--- config.mk ---
export PLATFORM = sky130hd
export DESIGN_NAME = ball_velocity_ctrl
export DESIGN_NICKNAME = d
export VERILOG_FILES = /design/src/rtl/ball_pkg.sv /design/src/rtl/ball_velocity_ctrl_ps2_key_event.sv /design/src/rtl/ball_velocity_ctrl.sv
export SDC_FILE = /design/constraint.sdc
export NUM_CORES = 1
export LEC_CHECK = 0
export BUFFER_PORTS_ARGS = -buffer_cell sky130_fd_sc_hd__buf_4
export CAP_MARGIN = 40
export CORE_MARGIN = 1
export CORE_UTILIZATION = 56
export CTS_BUF_LIST = sky130_fd_sc_hd__clkbuf_4
export DETAILED_ROUTE_END_ITERATION = 10
export PLACE_DENSITY = 0.87
export RECOVER_POWER = 50
export SYNTH_ARGS = -nofsm -noshare
export SYNTH_HDL_FRONTEND = slang
export SYNTH_SLANG_ARGS = --single-unit
--- constraint.sdc ---
create_clock -name Clk -period 3.07 [get_ports Clk]
set_clock_uncertainty 0.15 [all_clocks]
set_input_delay 0.307 -clock Clk [delete_from_list [all_inputs] [get_ports Clk]]
set_output_delay 0.307 -clock Clk [all_outputs]
set_load 0.005 [all_outputs]
--- src/rtl/ball_pkg.sv ---
// ball_pkg: shared types and constants for the ball velocity controller.
//   vel_t        - 2-bit velocity command code understood by the ball module
//   SC_EXT       - PS/2 extended-code prefix byte
//   SC_BREAK     - PS/2 break (key release) prefix byte
//   scan_state_t - prefix-decoder state of the scancode FSM
//   axis_cmd()   - per-axis command selection used on every frame tick
package ball_pkg;

   typedef enum logic [1:0] {
      VEL_DEF  = 2'b00,
      VEL_POS  = 2'b01,
      VEL_NEG  = 2'b10,
      VEL_STOP = 2'b11
   } vel_t;

   localparam logic [7:0] SC_EXT   = 8'hE0;
   localparam logic [7:0] SC_BREAK = 8'hF0;

   typedef enum logic [1:0] {
      SC_IDLE,
      SC_E0,
      SC_F0,
      SC_E0F0
   } scan_state_t;

   // Priority: freeze, then held keys (the most recent press wins a tie),
   // then coast on the ball's own velocity. VEL_DEF is never produced.
   function automatic vel_t axis_cmd(input logic       frz,
                                     input logic       pos_held,
                                     input logic       neg_held,
                                     input logic       last_pos,
                                     input logic [1:0] fb);
      vel_t r;
      if (frz)
         r = VEL_STOP;
      else if (pos_held && neg_held)
         r = last_pos ? VEL_POS : VEL_NEG;
      else if (pos_held)
         r = VEL_POS;
      else if (neg_held)
         r = VEL_NEG;
      else if (fb == 2'b01)
         r = VEL_POS;
      else if (fb == 2'b10)
         r = VEL_NEG;
      else
         r = VEL_STOP;
      return r;
   endfunction

endpackage

--- src/rtl/ball_velocity_ctrl_ps2_key_event.sv ---
// ps2_key_event: PS/2 scancode prefix decoder.
//   Clk, Reset          - clock, synchronous active-high reset
//   scan_code/scan_valid - incoming byte and its one-cycle strobe
//   key_evt             - one-cycle strobe, high in the cycle the final byte
//                         of a key sequence arrives
//   key_code            - that final byte
//   key_ext / key_break - sequence carried an E0 / F0 prefix
// The event outputs are combinational from the current state and byte so the
// consumer can update its key state on the same edge that samples scan_valid.
module ps2_key_event
   import ball_pkg::*;
(
   input  logic       Clk,
   input  logic       Reset,
   input  logic [7:0] scan_code,
   input  logic       scan_valid,
   output logic       key_evt,
   output logic [7:0] key_code,
   output logic       key_ext,
   output logic       key_break
);

   scan_state_t state_q, state_d;

   always_ff @(posedge Clk) begin
      if (Reset)
         state_q <= SC_IDLE;
      else
         state_q <= state_d;
   end

   always_comb begin
      state_d   = state_q;
      key_evt   = 1'b0;
      key_code  = scan_code;
      key_ext   = 1'b0;
      key_break = 1'b0;
      if (scan_valid) begin
         case (state_q)
            SC_IDLE: begin
               if (scan_code == SC_EXT)
                  state_d = SC_E0;
               else if (scan_code == SC_BREAK)
                  state_d = SC_F0;
               else
                  key_evt = 1'b1;
            end
            SC_E0: begin
               if (scan_code == SC_BREAK) begin
                  state_d = SC_E0F0;
               end else begin
                  key_evt = 1'b1;
                  key_ext = 1'b1;
                  state_d = SC_IDLE;
               end
            end
            SC_F0: begin
               key_evt   = 1'b1;
               key_break = 1'b1;
               state_d   = SC_IDLE;
            end
            default: begin
               key_evt   = 1'b1;
               key_ext   = 1'b1;
               key_break = 1'b1;
               state_d   = SC_IDLE;
            end
         endcase
      end
   end

endmodule

--- src/rtl/ball_velocity_ctrl.sv ---
// ball_velocity_ctrl: turns arrow/Space key events into per-axis velocity
// commands, re-issued on every frame tick.
//   Clk, Reset                   - clock, synchronous active-high reset
//   scan_code, scan_valid        - PS/2 byte stream from the keyboard interface
//   frame_tick                   - one-cycle pulse per frame
//   velocity_x_fb, velocity_y_fb - velocity codes reported by the ball
//   velocity_x_cmd, velocity_y_cmd - registered commands to the ball
//   frozen                       - freeze mode active (toggled by Space)
module ball_velocity_ctrl
   import ball_pkg::*;
#(
   parameter logic [7:0] KEY_UP    = 8'h75,
   parameter logic [7:0] KEY_DOWN  = 8'h72,
   parameter logic [7:0] KEY_LEFT  = 8'h6B,
   parameter logic [7:0] KEY_RIGHT = 8'h74,
   parameter logic [7:0] KEY_STOP  = 8'h29
) (
   input  logic       Clk,
   input  logic       Reset,
   input  logic [7:0] scan_code,
   input  logic       scan_valid,
   input  logic       frame_tick,
   input  logic [1:0] velocity_x_fb,
   input  logic [1:0] velocity_y_fb,
   output logic [1:0] velocity_x_cmd,
   output logic [1:0] velocity_y_cmd,
   output logic       frozen
);

   logic       key_evt;
   logic [7:0] key_code;
   logic       key_ext;
   logic       key_break;

   ps2_key_event u_key_event (
      .Clk        (Clk),
      .Reset      (Reset),
      .scan_code  (scan_code),
      .scan_valid (scan_valid),
      .key_evt    (key_evt),
      .key_code   (key_code),
      .key_ext    (key_ext),
      .key_break  (key_break)
   );

   // last_x/last_y: 1 = positive-direction key (right/down) pressed last.
   logic up_q, up_d, dn_q, dn_d, lf_q, lf_d, rt_q, rt_d;
   logic last_x_q, last_x_d, last_y_q, last_y_d;
   logic frozen_q, frozen_d;
   vel_t vel_x_q, vel_x_d, vel_y_q, vel_y_d;

   always_ff @(posedge Clk) begin
      if (Reset) begin
         up_q     <= 1'b0;
         dn_q     <= 1'b0;
         lf_q     <= 1'b0;
         rt_q     <= 1'b0;
         last_x_q <= 1'b0;
         last_y_q <= 1'b0;
         frozen_q <= 1'b0;
         vel_x_q  <= VEL_STOP;
         vel_y_q  <= VEL_STOP;
      end else begin
         up_q     <= up_d;
         dn_q     <= dn_d;
         lf_q     <= lf_d;
         rt_q     <= rt_d;
         last_x_q <= last_x_d;
         last_y_q <= last_y_d;
         frozen_q <= frozen_d;
         vel_x_q  <= vel_x_d;
         vel_y_q  <= vel_y_d;
      end
   end

   always_comb begin
      up_d     = up_q;
      dn_d     = dn_q;
      lf_d     = lf_q;
      rt_d     = rt_q;
      last_x_d = last_x_q;
      last_y_d = last_y_q;
      frozen_d = frozen_q;
      vel_x_d  = vel_x_q;
      vel_y_d  = vel_y_q;

      if (key_evt) begin
         if (key_ext) begin
            // Repeat makes re-set an already held bit and refresh last-press.
            if (key_code == KEY_UP) begin
               up_d = !key_break;
               if (!key_break) last_y_d = 1'b0;
            end else if (key_code == KEY_DOWN) begin
               dn_d = !key_break;
               if (!key_break) last_y_d = 1'b1;
            end else if (key_code == KEY_LEFT) begin
               lf_d = !key_break;
               if (!key_break) last_x_d = 1'b0;
            end else if (key_code == KEY_RIGHT) begin
               rt_d = !key_break;
               if (!key_break) last_x_d = 1'b1;
            end
         end else if (!key_break && key_code == KEY_STOP) begin
            frozen_d = !frozen_q;
         end
      end

      // Uses the registered key state, so a byte landing in the tick cycle
      // only affects the following frame.
      if (frame_tick) begin
         vel_x_d = axis_cmd(frozen_q, rt_q, lf_q, last_x_q, velocity_x_fb);
         vel_y_d = axis_cmd(frozen_q, dn_q, up_q, last_y_q, velocity_y_fb);
      end
   end

   assign velocity_x_cmd = vel_x_q;
   assign velocity_y_cmd = vel_y_q;
   assign frozen         = frozen_q;

endmodule

==> results.md, run 1 <==
* Status: finished clean
* Register Area at 260 sq um
* Syn-to-layout area delta at 25.5%
* Clock latency on the worst-skew pair at 280 ps
* Crit-path max FO at 5
* Tcrit/Tclk final at about half
* Row Count at 12
* Hold slack at 145 ps
* WS Path Type: register to register
* Placed insts at between 100 and 150
* Wirelength, routed at 1.88 mm
* Worst R2R Path Depth at 4
* GRT Util Overall at 29.2%
* I/O Pins at 21
* Buf+Inv Stages, Crit Path at 0
* DR vias at 758
* Sw frac at 24.7%
* Antenna diodes at 0
* Slew margin rel. at 75.9%
* Initial Utilization at 63.1%
* Global route total overflow at 0
* Final Hold Viols at 0
* Hold Path Class: input pin to register
* Detail Placement HPWL at 1.44 mm
* Synthesized Nets at 100
* CTS Buf Count at 3
* Synth cell types at 37
* CP Depth at 4
* Final Max Tran Viols at 0
* Vias in the first global route at 660
* FF+latch count, synth at 13
* PostCTS Resize Cnt at 0
* Clk slew on worst S/H paths at 80 ps
* Power Dens Cells at around 360 nW/um^2
* Delay of the slowest critical-path stage at 450 ps
* Cell area after synthesis at 739 sq um
* Largest net degree at the start of global routing at 15
* Synth Instances at 84
* Post-route ant nets at 0
* Post-CTS Hold Buffers at 0
* Part of the power in the clock network at 34.6%
* Period minus WS final at roughly 1600 ps
* Worst Setup SP: u_key_event.state_q[0]$_SDFFE_PP0P_
* Final setup viols at 0
* Non-Filler Instances at between 100 and 150
* Core ar. at between 1000 and 1500 sq um
* Fillers at 90
* Sequential cell area fraction in the yosys report at 35.2%
* Initial DRC count at 29
* DRT Pass-1 Iters at 4
* Final net count at 123
* Gpl congestion at 0.873
* Arr. time, crit path at 1600 ps
* Clock root cell: clkbuf_4
* CP top delay family: simple AND/OR/NAND/NOR gates
* # H-tree levels at 1
* Multi-input gate area at 455 sq um
* Fin area at 928 sq um
* Worst EP required at 3100 ps
* Setup Total Neg Slack at 0 ps
* Seq pwr share at between 50 and 60%
* IO buf count at 20
* Post-route DRC at 0
* Actual slew at the worst max-slew pin at 358 ps
* Crit path max-delay cell type: dfxtp_1
* Final Util at 79.3%
* RSZ-0062 raised after global routing: false
* Max cap viols at 0
* Combinational fraction of design power at 14.8%
* DR WL/cell at 15.7 microns
* Routed vias/inst at 6.32
* Die Wd at 38.3 microns
* CP endpoint: up_q$_SDFFE_PP0P_
* Int Power at 0.255 mW
* Sw power at 0.0837 mW
* Layout cells sized above 1 at 29.2%
* Initial antenna violation count at 0
* Crit Reg-Reg Endpoint: up_q$_SDFFE_PP0P_
* Synthesized area per cell at between 8 and 9 sq um
* Ordered cell list for the critical path: nand2_1 > nor4_1 > mux2i_1 > nor2_1
* Yosys Warn Count at 0
* R2R Path Start: u_key_event.state_q[0]$_SDFFE_PP0P_
* Clock sink count at 13
* Startpoint types: register
* Clk buf depth at 2
* Placed Area at roughly 900 sq um
* Die Ht at roughly 38 microns
* FMAX at 0.636 GHz
* Die area at around 1500 sq um
* P_leak at 0.372 nW
* CTS tree: built
* Global-route wire length before repair at 2.93 mm
* Reg2reg setup slack at 1500 ps
* Max VDD drop at 287 uV
* Post CTS Setup Buffer Count at 0
* Worst setup EP type: register
## synthesized netlist by cell type
| cell | n | area share (%) |
|---|---|---|
| dfxtp_1 | 13 | 35 |
| nand2_1 | 8 | 4.1 |
| nor2_1 | 8 | 4.1 |
| nand2b_1 | 6 | 5.1 |
| a21oi_1 | 5 | 3.4 |
| inv_1 | 4 | 2.0 |
| nor3_1 | 3 | 2.0 |
| o22ai_1 | 3 | 2.5 |
| a22oi_1 | 2 | 2.0 |
| nand3_1 | 2 | 1.4 |
| nand4bb_1 | 2 | 3.0 |
| nor4_1 | 2 | 1.7 |
| o21ai_0 | 2 | 1.4 |
| a211o_1 | 1 | 1.2 |
| a21bo_2 | 1 | 1.4 |
| a21o_1 | 1 | 1.0 |
| a311oi_1 | 1 | 1.2 |
| a31o_1 | 1 | 1.2 |
| a41oi_1 | 1 | 1.2 |
| and3_1 | 1 | 0.85 |
| and4bb_1 | 1 | 1.7 |
| and4bb_2 | 1 | 1.7 |
| buf_2 | 1 | 0.68 |
| clkbuf_1 | 1 | 0.51 |
| mux2i_1 | 1 | 1.4 |
| nand4_1 | 1 | 0.85 |
| nand4b_1 | 1 | 1.2 |
| nand4b_4 | 1 | 3.2 |
| nor2b_1 | 1 | 0.85 |
| nor3_2 | 1 | 1.4 |
| nor4_4 | 1 | 2.9 |
| nor4b_2 | 1 | 2.0 |
| o311ai_1 | 1 | 1.2 |
| o31ai_1 | 1 | 1.0 |
| or3b_4 | 1 | 1.5 |
| or4_1 | 1 | 1.0 |
| xor2_1 | 1 | 1.2 |
## metrics by stage
stage / power (mW) / setup WS, ps
after global routing: 0.348 / 1490
final: 0.339 / 1500
after floorplan: 0.196 / 1640
after CTS: 0.339 / 1570
after detailed placement: 0.225 / 1450
after global placement: 0.223 / 1500
## worst min path at each step
stage / endpoint / start / cells after the start
2_1_floorplan: velocity_x_cmd[1]$_SDFFE_PP1P_ / Reset / 2
3_3_place_gp: last_x_q$_SDFFE_PP0P_ / last_x_q$_SDFFE_PP0P_ / 1
3_5_place_dp: last_x_q$_SDFFE_PP0P_ / last_x_q$_SDFFE_PP0P_ / 1
4_1_cts: frozen$_SDFFE_PP0P_ / Reset / 2
5_1_grt: velocity_y_cmd[1]$_SDFFE_PP1P_ / frame_tick / 3
6_report: frozen$_SDFFE_PP0P_ / Reset / 2
## power by group through the flow
stage | sequential (mW) | clock (mW) | combinational (mW)
floorplan | 0.176 | 0 | 0.0202
global placement | 0.176 | 0 | 0.0477
detailed placement | 0.176 | 0 | 0.0494
CTS | 0.172 | 0.117 | 0.0498
global route | 0.172 | 0.122 | 0.0543
finish | 0.172 | 0.117 | 0.0500
## logic make-up after synthesis
kind of cell / Yosys count / synth area share, %
flops: 13 / 35.2
buf+inv: 6 / 3.21
mux: 1 / 1.35
xor+xnor: 1 / 1.18
compound gates: 20 / 18.6
simple gates: 43 / 40.4
## cell usage in the layout (no fill, tap or decap), drive strengths merged, types with 2 or more instances in the layout
cell type / n
a22oi: 2
clkbuf: 8
nor2: 8
nand4b: 2
a21oi: 5
nor4: 3
inv: 4
o21ai: 2
dfxtp: 13
nand2b: 6
buf: 16
o22ai: 3
nand4bb: 2
nand2: 8
nor3: 4
and4bb: 2
nand3: 2
## sequential cells by signal, indices dropped and copies added (netlist names)
| signal | count |
|---|---|
| dn_q | 1 |
| frozen | 1 |
| last_x_q | 1 |
| last_y_q | 1 |
| lf_q | 1 |
| rt_q | 1 |
| u_key_event.state_q | 2 |
| up_q | 1 |
| velocity_x_cmd | 2 |
| velocity_y_cmd | 2 |
## metal layers
layer | wire length (microns) | global-route usage [%] | part of all wire (%)
met3 | 153 | 6.98 | 8.1
met1 | 748 | 32.7 | 40
met4 | 27 | 10.3 | 1.4
met5 | 0 | 0 | 0
met2 | 950 | 53.0 | 51
## final cells by class
cell class / count / share of cell area, %
clock buffer: 4 / 3.23
sequential: 13 / 28.0
tap: 14 / 1.89
multi-input combinational: 65 / 49.1
timing repair buffer: 20 / 16.2
inverter: 4 / 1.62
## worst register-to-register path, cell delays in order, from the launching register on
cell     delay [ps]
dfxtp_1         450
nand2_1         180
nor4_1          410
mux2i_1         230
nor2_1           50
Power figures use the tool's default switching activity.
==> run 2, diff against run 1 <==
--- a/config.mk
+++ b/config.mk
@@ -5,13 +5,14 @@
 export SDC_FILE = /design/constraint.sdc
 export NUM_CORES = 1
 export LEC_CHECK = 0
+export ABC_AREA = 1
 export BUFFER_PORTS_ARGS = -buffer_cell sky130_fd_sc_hd__buf_4
 export CAP_MARGIN = 40
 export CORE_MARGIN = 1
-export CORE_UTILIZATION = 56
+export CORE_UTILIZATION = 48
 export CTS_BUF_LIST = sky130_fd_sc_hd__clkbuf_4
 export DETAILED_ROUTE_END_ITERATION = 10
-export PLACE_DENSITY = 0.87
+export PLACE_DENSITY = 0.78
 export RECOVER_POWER = 50
 export SYNTH_ARGS = -nofsm -noshare
 export SYNTH_HDL_FRONTEND = slang
==> constraint.sdc (replaced) <==
create_clock -name Clk -period 1.4 [get_ports Clk]
set_clock_uncertainty 0.15 [all_clocks]
set_input_delay 0.14 -clock Clk [delete_from_list [all_inputs] [get_ports Clk]]
set_output_delay 0.14 -clock Clk [all_outputs]
set_load 0.005 [all_outputs]
==> run 2 against run 1 <==
Net effect: the run now ends with DRC left; routed wire length down 1.9%; highest routed layer unchanged; synthesized area rose by 12%; critical path depth is 3 higher; critical path type is now input pin to register; critical endpoint is now velocity_x_cmd[0]$_SDFFE_PP1P_; design area up 13%; sequential cell count unchanged.
==> results.md, run 2 <==
* Tcrit/Tclk final at between 90 and 100%
* Global-route wire length before repair at 3.19 mm (+9.0%)
* Seq pwr share at 48.6% (-2.1 points)
* Post-route DRC at 4 (+4)
* Most frequent cells in the layout: nand2_1 (27), nor2_1 (18), buf_4 (15)
* Largest net degree at the start of global routing at 9 (-6)
* Antenna diodes at 0 (unchanged)
* P_leak at 0.488 nW (+31%)
* Cell area after synthesis at 828 sq um (+12%)
* Die Wd at 43.5 microns (+14%)
* Crit-path max FO at 5 (unchanged)
* Die Ht at 43.5 microns (+14%)
* Fin area at 1050 sq um (+13%)
* Top-area cell type share of the netlist area at 31.4% (-3.8 points)
* Failing checks: DRC
* IO buf count at 20 (unchanged)
* Syn-to-layout area delta at 27.0%
* Ranking of synthesized cells by area: dfxtp_1 (31%), nand2_1 (12%), nor2_1 (8.6%)
* Synth Instances at 127 (+51%)
* Final net count at 170 (+38%)
* Commonest non-fill, non-tap cell in the layout: nand2_1
* FMAX at ~0.79 GHz
* Synthesized Nets at 143 (+43%)
* # H-tree levels at 1 (unchanged)
* Period minus WS final at 1260 ps
* Post-route ant nets at 0 (unchanged)
* Synth Area in XOR/XNOR at 0% (-1.2 points)
* CTS tree: built
* Final Util at 67.5% (-12 points)
* Clock sink count at 13 (unchanged)
* Non-Filler Instances at 169 (+41%)
* RSZ-0062 raised after global routing: false
* Sequential cell area fraction in the yosys report at 31.4% (-3.8 points)
* Placed Area at 1000 sq um (+12%)
* Worst Hold Depth at 4 (+2)
* WS Path Type: input pin to register
* Worst setup EP type: register
* Row Count at 14 (+2)
* Clock root cell: clkbuf_4
* Initial DRC count at 22 (-24%)
* DR WL/cell at 10.9 microns (-30%)
* Synth cell types at 19 (-49%)
* I/O Pins at 21 (unchanged)
* Status: finished, violations left
* Die area at 1900 sq um (+29%)
* FF+latch count, synth at 13 (unchanged)
* Sw frac at 27.5% (+2.8 points)
* Sw power at 0.221 mW (+160%)
* Core ar. at 1560 sq um (+33%)
* Global route total overflow at 0 (unchanged)
* Post CTS Setup Buffer Count at 0 (unchanged)
* Setup Total Neg Slack at 0 ps (unchanged)
* Placed insts at 163 (+41%)
* Synthesized area per cell at 6.52 sq um (-26%)
* Ys flop type: dfxtp_1
* Yosys Warn Count at 0 (unchanged)
* Slew margin rel. at 84.4% (+8.5 points)
* CTS Buf Count at 3 (unchanged)
* Async set-reset flop share out of synthesis at 0% (unchanged)
* DR vias at 864 (+14%)
* Final setup viols at 0 (unchanged)
* Wirelength, routed at 1.84 mm (-1.9%)
* Clk buf depth at 2 (unchanged)
* Dominant combinational cell family by area after synthesis: simple AND/OR/NAND/NOR gates
* Combinational fraction of design power at 20.1% (+5.3 points)
* Power Dens Cells at 765 nW/um^2 (+110%)
* Hold Path Class: input pin to register
* Worst R2R Path Depth at 5 (+1)
* Adder-cell area share of the yosys netlist at 0% (unchanged)
* EDFF count, synth at 0 (unchanged)
* Vias in the first global route at 799 (+21%)
* Initial Utilization at 53.1% (-10 points)
* Final Max Tran Viols at 0 (unchanged)
* GRT Util Overall at 22.8% (-6.4 points)
* Part of the power in the clock network at 31.3% (-3.3 points)
* Fillers at 155 (+72%)
* Arr. time, crit path at 1290 ps (-310 ps)
* Int Power at 0.583 mW (+130%)
* Final Hold Viols at 0 (unchanged)
* Clk slew on worst S/H paths at 80 ps (about the same)
* DRT Pass-1 Iters at 8 (+4)
* Max VDD drop at 568 uV (+98%)
* Max cap viols at 0 (unchanged)
* Synth Area in Compound Gates at 16.5% (-2.1 points)
* Worst EP required at 1430 ps (-1670 ps)
* Layout cells sized above 1 at 31.4% (+2.1 points)
* Routed vias/inst at 5.11 (-19%)
* Initial antenna violation count at 0 (unchanged)
* Clock latency on the worst-skew pair at 280 ps (about the same)
* Startpoint types: input pin
* Simple logic cell fraction of the synthesized area at 43.1% (+2.6 points)
* Detail Placement HPWL at 1.44 mm (-0.19%)
* Multiplexer area fraction after synthesis at 0% (-1.4 points)
* Actual slew at the worst max-slew pin at 231 ps (-127 ps)
* Most common cell in the netlist: nand2_1
* Cell taking the most area after synthesis: dfxtp_1
* Gpl congestion at 0.767 (-12%)
* Commonest cells post-synth: nand2_1 (27), nor2_1 (19), inv_1 (14)
run 2: cell count changes after synthesis, moves of 3 or more:
cell and change:
nor2_4 +4, nand2_2 +4, inv_2 +5, a21oi_2 +3, nand3_1 +6, nor2_1 +11, nand2_1 +19, nand2b_1 -6
o21ai_0 +7, inv_1 +10, nand3_2 +4
run 2: final timing paths:
check / from / end / slack (ps)
worst min register to register: velocity_y_cmd[0]$_SDFFE_PP1P_ / velocity_y_cmd[0]$_SDFFE_PP1P_ / 330
worst min-delay path: scan_valid / u_key_event.state_q[1]$_SDFFE_PP0P_ / 40
worst max-delay path: frame_tick / velocity_x_cmd[0]$_SDFFE_PP1P_ / 140
worst max register to register: rt_q$_SDFFE_PP0P_ / velocity_x_cmd[1]$_SDFFE_PP1P_ / 140
run 2: worst max-delay path: stages:
cell	delay, ps
dlygate4sd3_1	520
buf_4	130
inv_1	70
nor2_2	120
o21ai_0	100
o22ai_1	150
nand2_1	60
run 2: power groups by stage:
| stage | Clock [mW] | Combinational, mW | Sequential (mW) |
|---|---|---|---|
| floorplan | 0 | 0.0897 | 0.398 |
| global placement | 0 | 0.151 | 0.399 |
| detailed placement | 0 | 0.157 | 0.400 |
| CTS | 0.259 | 0.161 | 0.391 |
| global route | 0.277 | 0.181 | 0.393 |
| finish | 0.252 | 0.161 | 0.391 |
run 2: layout make-up:
type / instances / area, sq um / share of cell area [%]
Sequential cell: 13 / 260 / 24.7
Tap cell: 16 / 20.0 / 1.90
Multi-Input combinational cell: 94 / 495 / 47.1
Clock buffer: 4 / 30.0 / 2.85
Timing Repair Buffer: 23 / 175 / 16.6
Inverter: 19 / 71.3 / 6.78
run 2: layer usage:
| metal | track usage, % | routed length (microns) | part of all wire, % |
|---|---|---|---|
| met1 | 28.0 | 868 | 47 |
| met2 | 35.5 | 883 | 48 |
| met3 | 6.67 | 54 | 2.9 |
| met4 | 12.5 | 36 | 2.0 |
| met5 | 0 | 0 | 0 |
run 2: through the flow:
stage,setup slack [ps],hold WS [ps],power [mW]
2_1_floorplan,263,116,0.488
3_3_place_gp,188,223,0.550
3_5_place_dp,153,227,0.556
4_1_cts,138,34.2,0.811
5_1_grt,21.2,61.5,0.851
6_report,140,41.9,0.805
run 2: what timing repair did:
| item | CTS | global route |
|---|---|---|
| gates resized for setup | 0 | 1 |
| setup endpoints to repair | 0 | 1 |
| hold endpoints to repair | 9 | 0 |
| hold buffers | 2 | 0 |
run 2: kinds of logic after synthesis:
| logic type | Yosys count |
|---|---|
| AND/OR/NAND/NOR | 70 |
| flip-flops | 13 |
| AO/OA/AOI/OAI | 24 |
| buffers and inverters | 20 |
